==> src/rtl/nn_pkg.sv <==
// Purpose: shared widths, FSM encoding and saturation helper for the output-layer neurons.
// Latency: n/a (package, no logic).
// Backpressure: n/a.
package nn_pkg;

    localparam int N_HID  = 300;
    localparam int ADDR_W = 9;
    localparam int W_W    = 21;
    localparam int ACT_W  = 16;
    localparam int OUT_W  = 21;
    localparam int PROD_W = W_W + ACT_W;
    // Headroom of ADDR_W bits: 2^9 products of full-scale magnitude can never overflow.
    localparam int ACC_W  = W_W + ACT_W + ADDR_W;

    typedef enum logic [1:0] {
        IDLE,
        RUN,
        DRAIN,
        DONE
    } fsm_t;

    // Clamp a signed value to the range representable in 'width' bits.
    // The result is returned at 64 bits; callers take the low 'width' bits.
    function automatic logic signed [63:0] sat_signed(input logic signed [63:0] value,
                                                      input int width);
        logic signed [63:0] max_v;
        logic signed [63:0] min_v;
        max_v = (64'sd1 <<< (width - 1)) - 64'sd1;
        min_v = -(64'sd1 <<< (width - 1));
        if (value > max_v) begin
            sat_signed = max_v;
        end else if (value < min_v) begin
            sat_signed = min_v;
        end else begin
            sat_signed = value;
        end
    endfunction

endpackage

==> src/rtl/out_neuron_mac.sv <==
// Purpose: sequential MAC for one output neuron; walks ROM/activation addresses 0..N_IN-1,
//          accumulates w*act, then emits sat((acc >>> FRAC_SHIFT) + bias).
// Latency: out_valid rises N_IN+1 edges after start is accepted, plus one edge per act_vld=0 cycle.
// Backpressure: act_vld=0 stalls the address walk; result is held in DONE until out_ready=1.
//
// Ports: clk/rst_n (async active-low); start + bias (sampled on accept);
//        adrs_clm -> ROM and activation buffer, w_in/act_in/act_vld returned same cycle;
//        busy = not IDLE; out_valid/out_ready/out_data result handshake.
module out_neuron_mac
    import nn_pkg::*;
#(
    parameter int N_IN       = N_HID,
    parameter int FRAC_SHIFT = 0
) (
    input  logic                     clk,
    input  logic                     rst_n,
    input  logic                     start,
    input  logic signed [OUT_W-1:0]  bias,
    output logic        [ADDR_W-1:0] adrs_clm,
    input  logic signed [W_W-1:0]    w_in,
    input  logic signed [ACT_W-1:0]  act_in,
    input  logic                     act_vld,
    output logic                     busy,
    output logic                     out_valid,
    input  logic                     out_ready,
    output logic signed [OUT_W-1:0]  out_data
);

    localparam logic [ADDR_W-1:0] LAST_ADR = ADDR_W'(N_IN - 1);

    fsm_t                     state_q;
    logic        [ADDR_W-1:0] adrs_q;
    logic signed [PROD_W-1:0] prod_q;
    logic signed [PROD_W-1:0] prod_d;
    logic                     pv_q;
    logic signed [ACC_W-1:0]  acc_q;
    logic signed [ACC_W-1:0]  acc_fin_d;
    logic signed [OUT_W-1:0]  bias_q;
    logic signed [OUT_W-1:0]  out_data_q;
    logic signed [OUT_W-1:0]  out_data_d;
    logic                     out_valid_q;

    always_comb begin
        prod_d     = PROD_W'(w_in) * PROD_W'(act_in);
        // In DRAIN the last product is still in prod_q, so fold it in before scaling.
        acc_fin_d  = acc_q + (pv_q ? ACC_W'(prod_q) : ACC_W'(0));
        out_data_d = OUT_W'(sat_signed(64'(acc_fin_d >>> FRAC_SHIFT) + 64'(bias_q), OUT_W));
    end

    always_ff @(posedge clk or negedge rst_n) begin
        if (!rst_n) begin
            state_q     <= IDLE;
            adrs_q      <= '0;
            prod_q      <= '0;
            pv_q        <= 1'b0;
            acc_q       <= '0;
            bias_q      <= '0;
            out_data_q  <= '0;
            out_valid_q <= 1'b0;
        end else begin
            // Accumulate stage runs independently of the FSM; IDLE clear below overrides it.
            if (pv_q) begin
                acc_q <= acc_q + ACC_W'(prod_q);
            end

            case (state_q)
                IDLE: begin
                    if (start) begin
                        acc_q   <= '0;
                        bias_q  <= bias;
                        adrs_q  <= '0;
                        state_q <= RUN;
                    end
                end
                RUN: begin
                    if (act_vld) begin
                        prod_q <= prod_d;
                        pv_q   <= 1'b1;
                        if (adrs_q == LAST_ADR) begin
                            state_q <= DRAIN;
                        end else begin
                            adrs_q <= adrs_q + 1'b1;
                        end
                    end else begin
                        pv_q <= 1'b0;
                    end
                end
                DRAIN: begin
                    pv_q        <= 1'b0;
                    out_data_q  <= out_data_d;
                    out_valid_q <= 1'b1;
                    state_q     <= DONE;
                end
                DONE: begin
                    if (out_ready) begin
                        out_valid_q <= 1'b0;
                        state_q     <= IDLE;
                    end
                end
                default: state_q <= IDLE;
            endcase
        end
    end

    assign adrs_clm  = adrs_q;
    assign busy      = (state_q != IDLE);
    assign out_valid = out_valid_q;
    assign out_data  = out_data_q;

endmodule
==> config.mk <==
export PLATFORM = sky130hd
export DESIGN_NAME = out_neuron_mac
export DESIGN_NICKNAME = d
export VERILOG_FILES = /design/src/rtl/nn_pkg.sv /design/src/rtl/out_neuron_mac.sv
export SDC_FILE = /design/constraint.sdc
export NUM_CORES = 1
export LEC_CHECK = 0
export CELL_PAD_IN_SITES_DETAIL_PLACEMENT = 1
export CELL_PAD_IN_SITES_GLOBAL_PLACEMENT = 1
export CORE_ASPECT_RATIO = 2
export CORE_MARGIN = 3
export CORE_UTILIZATION = 23
export DETAILED_ROUTE_END_ITERATION = 16
export GPL_ROUTABILITY_DRIVEN = 0
export MAX_ROUTING_LAYER = met4
export PLACE_DENSITY_LB_ADDON = 0.15
export SKIP_CTS_REPAIR_TIMING = 1
export SLEW_MARGIN = 20
export SYNTH_ARGS = -nofsm -noshare
export SYNTH_HDL_FRONTEND = slang
export SYNTH_SLANG_ARGS = --single-unit
export TNS_END_PERCENT = 100
==> constraint.sdc <==
create_clock -name clk -period 5.8 [get_ports clk]
set_input_delay 0.87 -clock clk [delete_from_list [all_inputs] [get_ports clk]]
set_output_delay 0.87 -clock clk [all_outputs]
set_load 0.005 [all_outputs]
Yosys cells after proc, flatten, opt, wreduce, memory -nomap -nowiden:

Index checks and enable logic that the tools add are counted.

* add/sub/neg operators: 4
* $mul: 1
* $lt $le $gt $ge: 2
* eq/ne operators: 9
* multiplexer cells: 19
* reductions and logical operators: 10

Operators with widths (count)
* $mux W46: 4
* $add A46 B21 Y47: 1
* $gt A47 B21 Y1 const B: 1
* $lt A47 B21 Y1 const B: 1
* $add A46 B37 Y46: 1
* $add A46 B46 Y46: 1
* $mux W21: 2
* $mul A21 B16 Y37: 1
* $mux W9: 3
* $pmux W9 S2: 1
* $ne A2 B2 Y1 const B: 5
* $add A9 B1 Y9 const B: 1
* $eq A9 B9 Y1 const B: 1
* $mux W2: 4
* $pmux W2 S4: 1
* $reduce_and A4 Y1: 2
* $reduce_bool A2 Y1: 4
* $reduce_and A2 Y1: 3
* $eq A2 B2 Y1 const B: 2
* $pmux W1 S2: 2
* $eq A2 B1 Y1 const B: 1
* $logic_not A2 Y1: 1
* $mux W1: 2

* flip-flop bits (word level): 138
* output and inout bits: 32
* logic and storage cells: 53

Depth between registers and ports, before layout:

Gate-level depths: netlist of run 1.

* depth after elaboration: 6
* gate-level depth with buffers: 31

Least setup slack after synthesis of run 1:

OpenSTA, ideal clock, no wires.

* kind: input to register
* start: input port act_in[6]
* end: register prod_q[36]
* library setup time: 125 ps
* arrival time: 6730 ps
* slack: -1055 ps
* cell stages on the path: 25
* buffers on the path: 1
* cell sequence: clkbuf_1 -> nand2_1 -> fa_1 -> inv_1 -> fa_1 -> inv_1 -> fa_1 -> inv_1 -> fa_1 -> inv_1 -> fa_1 -> inv_1 -> fa_1 -> ha_1 -> a21o_1 -> a21o_1 -> a21o_1 -> a21o_1 -> a21o_1 -> a32oi_1 -> a21oi_1 -> a41o_1 -> a21oi_1 -> xnor2_1 -> mux2_2

* cells in the longest elaborated chain, start to end: 1

RTL lines
* from (decl): line out_neuron_mac.sv:21 `input logic signed [ACT_W-1:0] act_in,`
* $mul A21 B16 Y37: line out_neuron_mac.sv:44 `prod_d = PROD_W'(w_in) * PROD_W'(act_in);`
* to (signal assigned): line out_neuron_mac.sv:77 `prod_q <= prod_d;`
* to (decl): line out_neuron_mac.sv:33 `logic signed [PROD_W-1:0] prod_q;`

Every way passes these cells.
A chain may end at the register's enable or synchronous reset.

Worst setup path in the final report of run 1:

* start: register pv_q
* end: register out_data_q[12] (netlist: out_data[12])

* cells in the longest elaborated chain, start to end: 6
* elaborated cells on any way between the ends: 7

RTL lines
* from (decl): line out_neuron_mac.sv:35 `logic pv_q;`
* from (signal assigned): line out_neuron_mac.sv:55 `pv_q <= 1'b0;`
* from (signal assigned): line out_neuron_mac.sv:78 `pv_q <= 1'b1;`
* from (signal assigned): line out_neuron_mac.sv:85 `pv_q <= 1'b0;`
* $mux W46 (*): line out_neuron_mac.sv:46 `acc_fin_d = acc_q + (pv_q ? ACC_W'(prod_q) : ACC_W'(0));`
* $add A46 B46 Y46 (*): line out_neuron_mac.sv:46
* $add A46 B21 Y47 (*): line out_neuron_mac.sv:47 `out_data_d = OUT_W'(sat_signed(64'(acc_fin_d >>> FRAC_SHIFT) + 64'(bias_q), OUT_W));`
* $lt A47 B21 Y1: line nn_pkg.sv:32 `end else if (value < min_v) begin`
* $mux W21: line nn_pkg.sv:32
* $mux W21 (*): line nn_pkg.sv:30 `if (value > max_v) begin`
* to (signal assigned): line out_neuron_mac.sv:90 `out_data_q <= out_data_d;`
* to (decl): line out_neuron_mac.sv:39 `logic signed [OUT_W-1:0] out_data_q;`

Every way passes the cells marked *; elsewhere a longest branch is shown, timed or not.

==> flow_metrics.tcl, run 1 <==
set metrics [dict create \
    outcome "finished with violations" \
    failed_checks "setup timing" \
    design.die.area_sq_um 115000 \
    cts_made_buffers 17 \
    syn_area_per_cell_sq_um 8.48 \
    mostFrequentLayoutCell "sky130_fd_sc_hd__buf_4" \
    layout_setup_ws_ns -0.720 \
    insertion_delay_ns 0.49 \
    cts_num_sinks 138 \
    design.core.area_sq_um 110000 \
    timing_worst_setup_path_type "flip-flop to flip-flop" \
    grt_pass1_vias 27000 \
    summed_negative_setup_slack_over_all_endpoints_ns -21.73 \
    critical_path_startpoint_category "flip-flop" \
    globalRouteOverflowTotal 0 \
    layout_overhead_on_the_synthesized_area_pct 36.8 \
    grt_util_all_layers_pct 15.9 \
    max_slew_margin_pct 36.3 \
    hpwlAfterDp_mm 77.9 \
    hold_path_class "primary input to asynchronous set/reset pin" \
    initial_core_util_pct 23.2 \
    yosysWarnings 0 \
    worst_path_largest_cell_delay_ns 0.62 \
    combinational_family_with_the_most_area_after_synthesis "adder cells" \
    routed-via-count 23100 \
    synthesis.instances 3014 \
    ant_nets 0 \
    num_ports 95 \
    die_height_um 477 \
    post_synth_mux_area_share_pct 1.64 \
    syn_area_sq_um 25500 \
    total_iterations_of_the_first_detailed_routing_run 4 \
    avgViaCountPerCell 4.50 \
    synth-seq-area-share_pct 13.5 \
    worstSetupEndpointType "flip-flop" \
    fp-row-count 172 \
    post_synthesis_sequential_element_count 138 \
    tightest_slew_ns 0.943 \
    yosys.area_share.xor_xnor_pct 5.24 \
    required_time_at_the_worst_slack_endpoint_ns 6.16 \
    cts.root.buffer_cell "sky130_fd_sc_hd__clkbuf_16" \
    grt_start_max_net_pins 73 \
    layout.cells.most_common_list "546 x sky130_fd_sc_hd__buf_4, 380 x sky130_fd_sc_hd__nand2_1, 371 x sky130_fd_sc_hd__inv_1" \
    max_freq_mhz 153 \
    fin_worst_skew_ns 0.0113 \
    asyncSetResetFlopFracSynth_pct 100 \
    port-buffer-count 94 \
    final_max_slew_viol_count 0 \
    drv_cap 0 \
    wirelength_mm 91.8 \
    worstPathBufferInverterCount 4 \
    cts_max_path_buffers 2 \
    fin_crit_ns 6.52 \
    rsz0062_at_grt "yes" \
    fin_crit_sh_pct 112 \
    synthSimpleGateAreaFrac_pct 18.3 \
    yosys.cell_types.count 93 \
    final_hold_viol_count 0 \
    worstPathArrival_ns 6.88 \
    synth_area_in_compound_gates_pct 16.0 \
    synth-edff-count 0 \
    nNetsFinal 4280 \
    grt_first_pass_wirelength_mm 143 \
    clk_transition_reported_paths_ns 0.06 \
    route.detailed.drc 0 \
    post_synth_fa_ha_maj_area_fraction_pct 37.8 \
    post_drt_wl_per_cell_um 17.9 \
    number_of_design_rule_violations_left_by_the_first_detailed_router_iteration 490 \
    regToRegSetupSlack_ns -0.72 \
    critical-path-slowest-cell "sky130_fd_sc_hd__or4_4" \
    syn-num-nets 3648 \
    post_route_cells_drive_above_1_share_pct 25.1 \
    htree_num_levels 4 \
    crit_family "compound AO/OA/AOI/OAI gates" \
    clock_tree_from_tritoncts "yes" \
    critPathMaxFanout 5 \
    antenna_violations_before_repair 1 \
    dominantRegCellSynth "sky130_fd_sc_hd__dfrtp_1" \
    setup_viol 39 \
    fin_util_pct 31.8 \
    chipWidth_um 242 \
]
[state kept, by name, indices dropped and copies added (netlist names)]
signal     count
acc_q         46
adrs_clm       9
bias_q        21
out_data      21
out_valid      1
prod_q        37
pv_q           1
state_q        2
[final cells by class]
class / count / area, sq um
well taps: 1479 / 1850
multi-input cells: 2371 / 21200
clock inverters: 13 / 168
inverters: 397 / 1500
flip-flops and latches: 138 / 3460
diodes: 1 / 2.50
fillers: 12900 / 75000
clock buffers: 19 / 453
repair buffers: 721 / 6360
[routing by layer]
metal | wire (um) | vias to the layer above | GRT usage [%]
met5 | 0 | - | -
met4 | 3930 | 0 | 6.61
met3 | 1100 | 130 | 1.17
met2 | 55300 | 258 | 32.9
met1 | 31400 | 11600 | 14.6
li1 | - | 11200 | -
[cells in the mapped netlist, types with 7 or more instances]
cell type / instances / area [sq um]
sky130_fd_sc_hd__o22ai_1: 15 / 93.8
sky130_fd_sc_hd__or3_1: 11 / 68.8
sky130_fd_sc_hd__mux2_2: 7 / 78.8
sky130_fd_sc_hd__o21bai_1: 33 / 248
sky130_fd_sc_hd__buf_2: 8 / 40.0
sky130_fd_sc_hd__a21oi_1: 172 / 861
sky130_fd_sc_hd__o21a_1: 24 / 180
sky130_fd_sc_hd__nor2b_1: 14 / 87.6
sky130_fd_sc_hd__nor3_1: 36 / 180
sky130_fd_sc_hd__nand2b_1: 43 / 269
sky130_fd_sc_hd__mux2i_1: 34 / 340
sky130_fd_sc_hd__ha_1: 236 / 2950
sky130_fd_sc_hd__o21ai_0: 135 / 676
sky130_fd_sc_hd__xor2_1: 42 / 368
sky130_fd_sc_hd__and3_1: 24 / 150
sky130_fd_sc_hd__o211ai_1: 14 / 105
sky130_fd_sc_hd__a21o_1: 91 / 683
sky130_fd_sc_hd__a31oi_1: 16 / 100
sky130_fd_sc_hd__dfrtp_1: 138 / 3450
sky130_fd_sc_hd__nand4_1: 24 / 150
sky130_fd_sc_hd__xnor2_1: 109 / 955
sky130_fd_sc_hd__inv_1: 396 / 1490
sky130_fd_sc_hd__nand2_1: 406 / 1520
sky130_fd_sc_hd__o22ai_2: 10 / 125
sky130_fd_sc_hd__and2_1: 162 / 1010
sky130_fd_sc_hd__nand3_1: 59 / 295
sky130_fd_sc_hd__a21boi_0: 9 / 67.6
sky130_fd_sc_hd__clkbuf_1: 93 / 349
sky130_fd_sc_hd__a211oi_1: 18 / 135
sky130_fd_sc_hd__fa_1: 335 / 6710
sky130_fd_sc_hd__nor2_1: 169 / 634
[metrics by stage]
stage | worst slack, ns | std cells | hold WS [ns] | instance area (sq um)
after CTS | -1.31 | 5073 | 0.355 | 33100
after global routing | -1.01 | 5139 | 0.392 | 35000
after floorplan | -0.640 | 3014 | 0.452 | 25900
after detailed placement | -1.85 | 5041 | 0.474 | 32500
after global placement | -1.79 | 5041 | 0.473 | 32500
final | -0.720 | 5139 | 0.346 | 35000
[worst paths after layout]
kind / start / cells past startpoint / end
worst max-delay path: pv_q$_DFFE_PN0P_ / 28 / out_data[12]$_DFFE_PN0P_
max in group asynchronous: rst_n / 2 / prod_q[11]$_DFFE_PN0P_
worst min-delay path: rst_n / 1 / adrs_clm[1]$_DFFE_PN0P_
min in group clk: bias_q[3]$_DFFE_PN0P_ / 2 / bias_q[3]$_DFFE_PN0P_
worst max register to register: pv_q$_DFFE_PN0P_ / 28 / out_data[12]$_DFFE_PN0P_
worst min register to register: bias_q[3]$_DFFE_PN0P_ / 2 / bias_q[3]$_DFFE_PN0P_
[cells by family (layout without fill, tap and decap cells)]
group / after synthesis / count (layout)
other cells: 0 / 1
fa+ha+maj: 571 / 571
flops: 138 / 138
xor+xnor: 152 / 152
compound gates: 624 / 624
mux: 41 / 41
simple gates: 983 / 983
buf+inv: 505 / 1150
Power of run 1 is not shown: default switching activity piles up to over one toggle a cycle in this logic, so the estimate is an artifact.
==> run 2, diff against run 1 <==
--- a/config.mk
+++ b/config.mk
@@ -19,4 +19,3 @@
 export SYNTH_ARGS = -nofsm -noshare
 export SYNTH_HDL_FRONTEND = slang
 export SYNTH_SLANG_ARGS = --single-unit
-export TNS_END_PERCENT = 100
==> results of run 2 <==
No change in the layout: final DEF, timing and power equal those of run 1.
Power of run 2 is left out for the same reason.
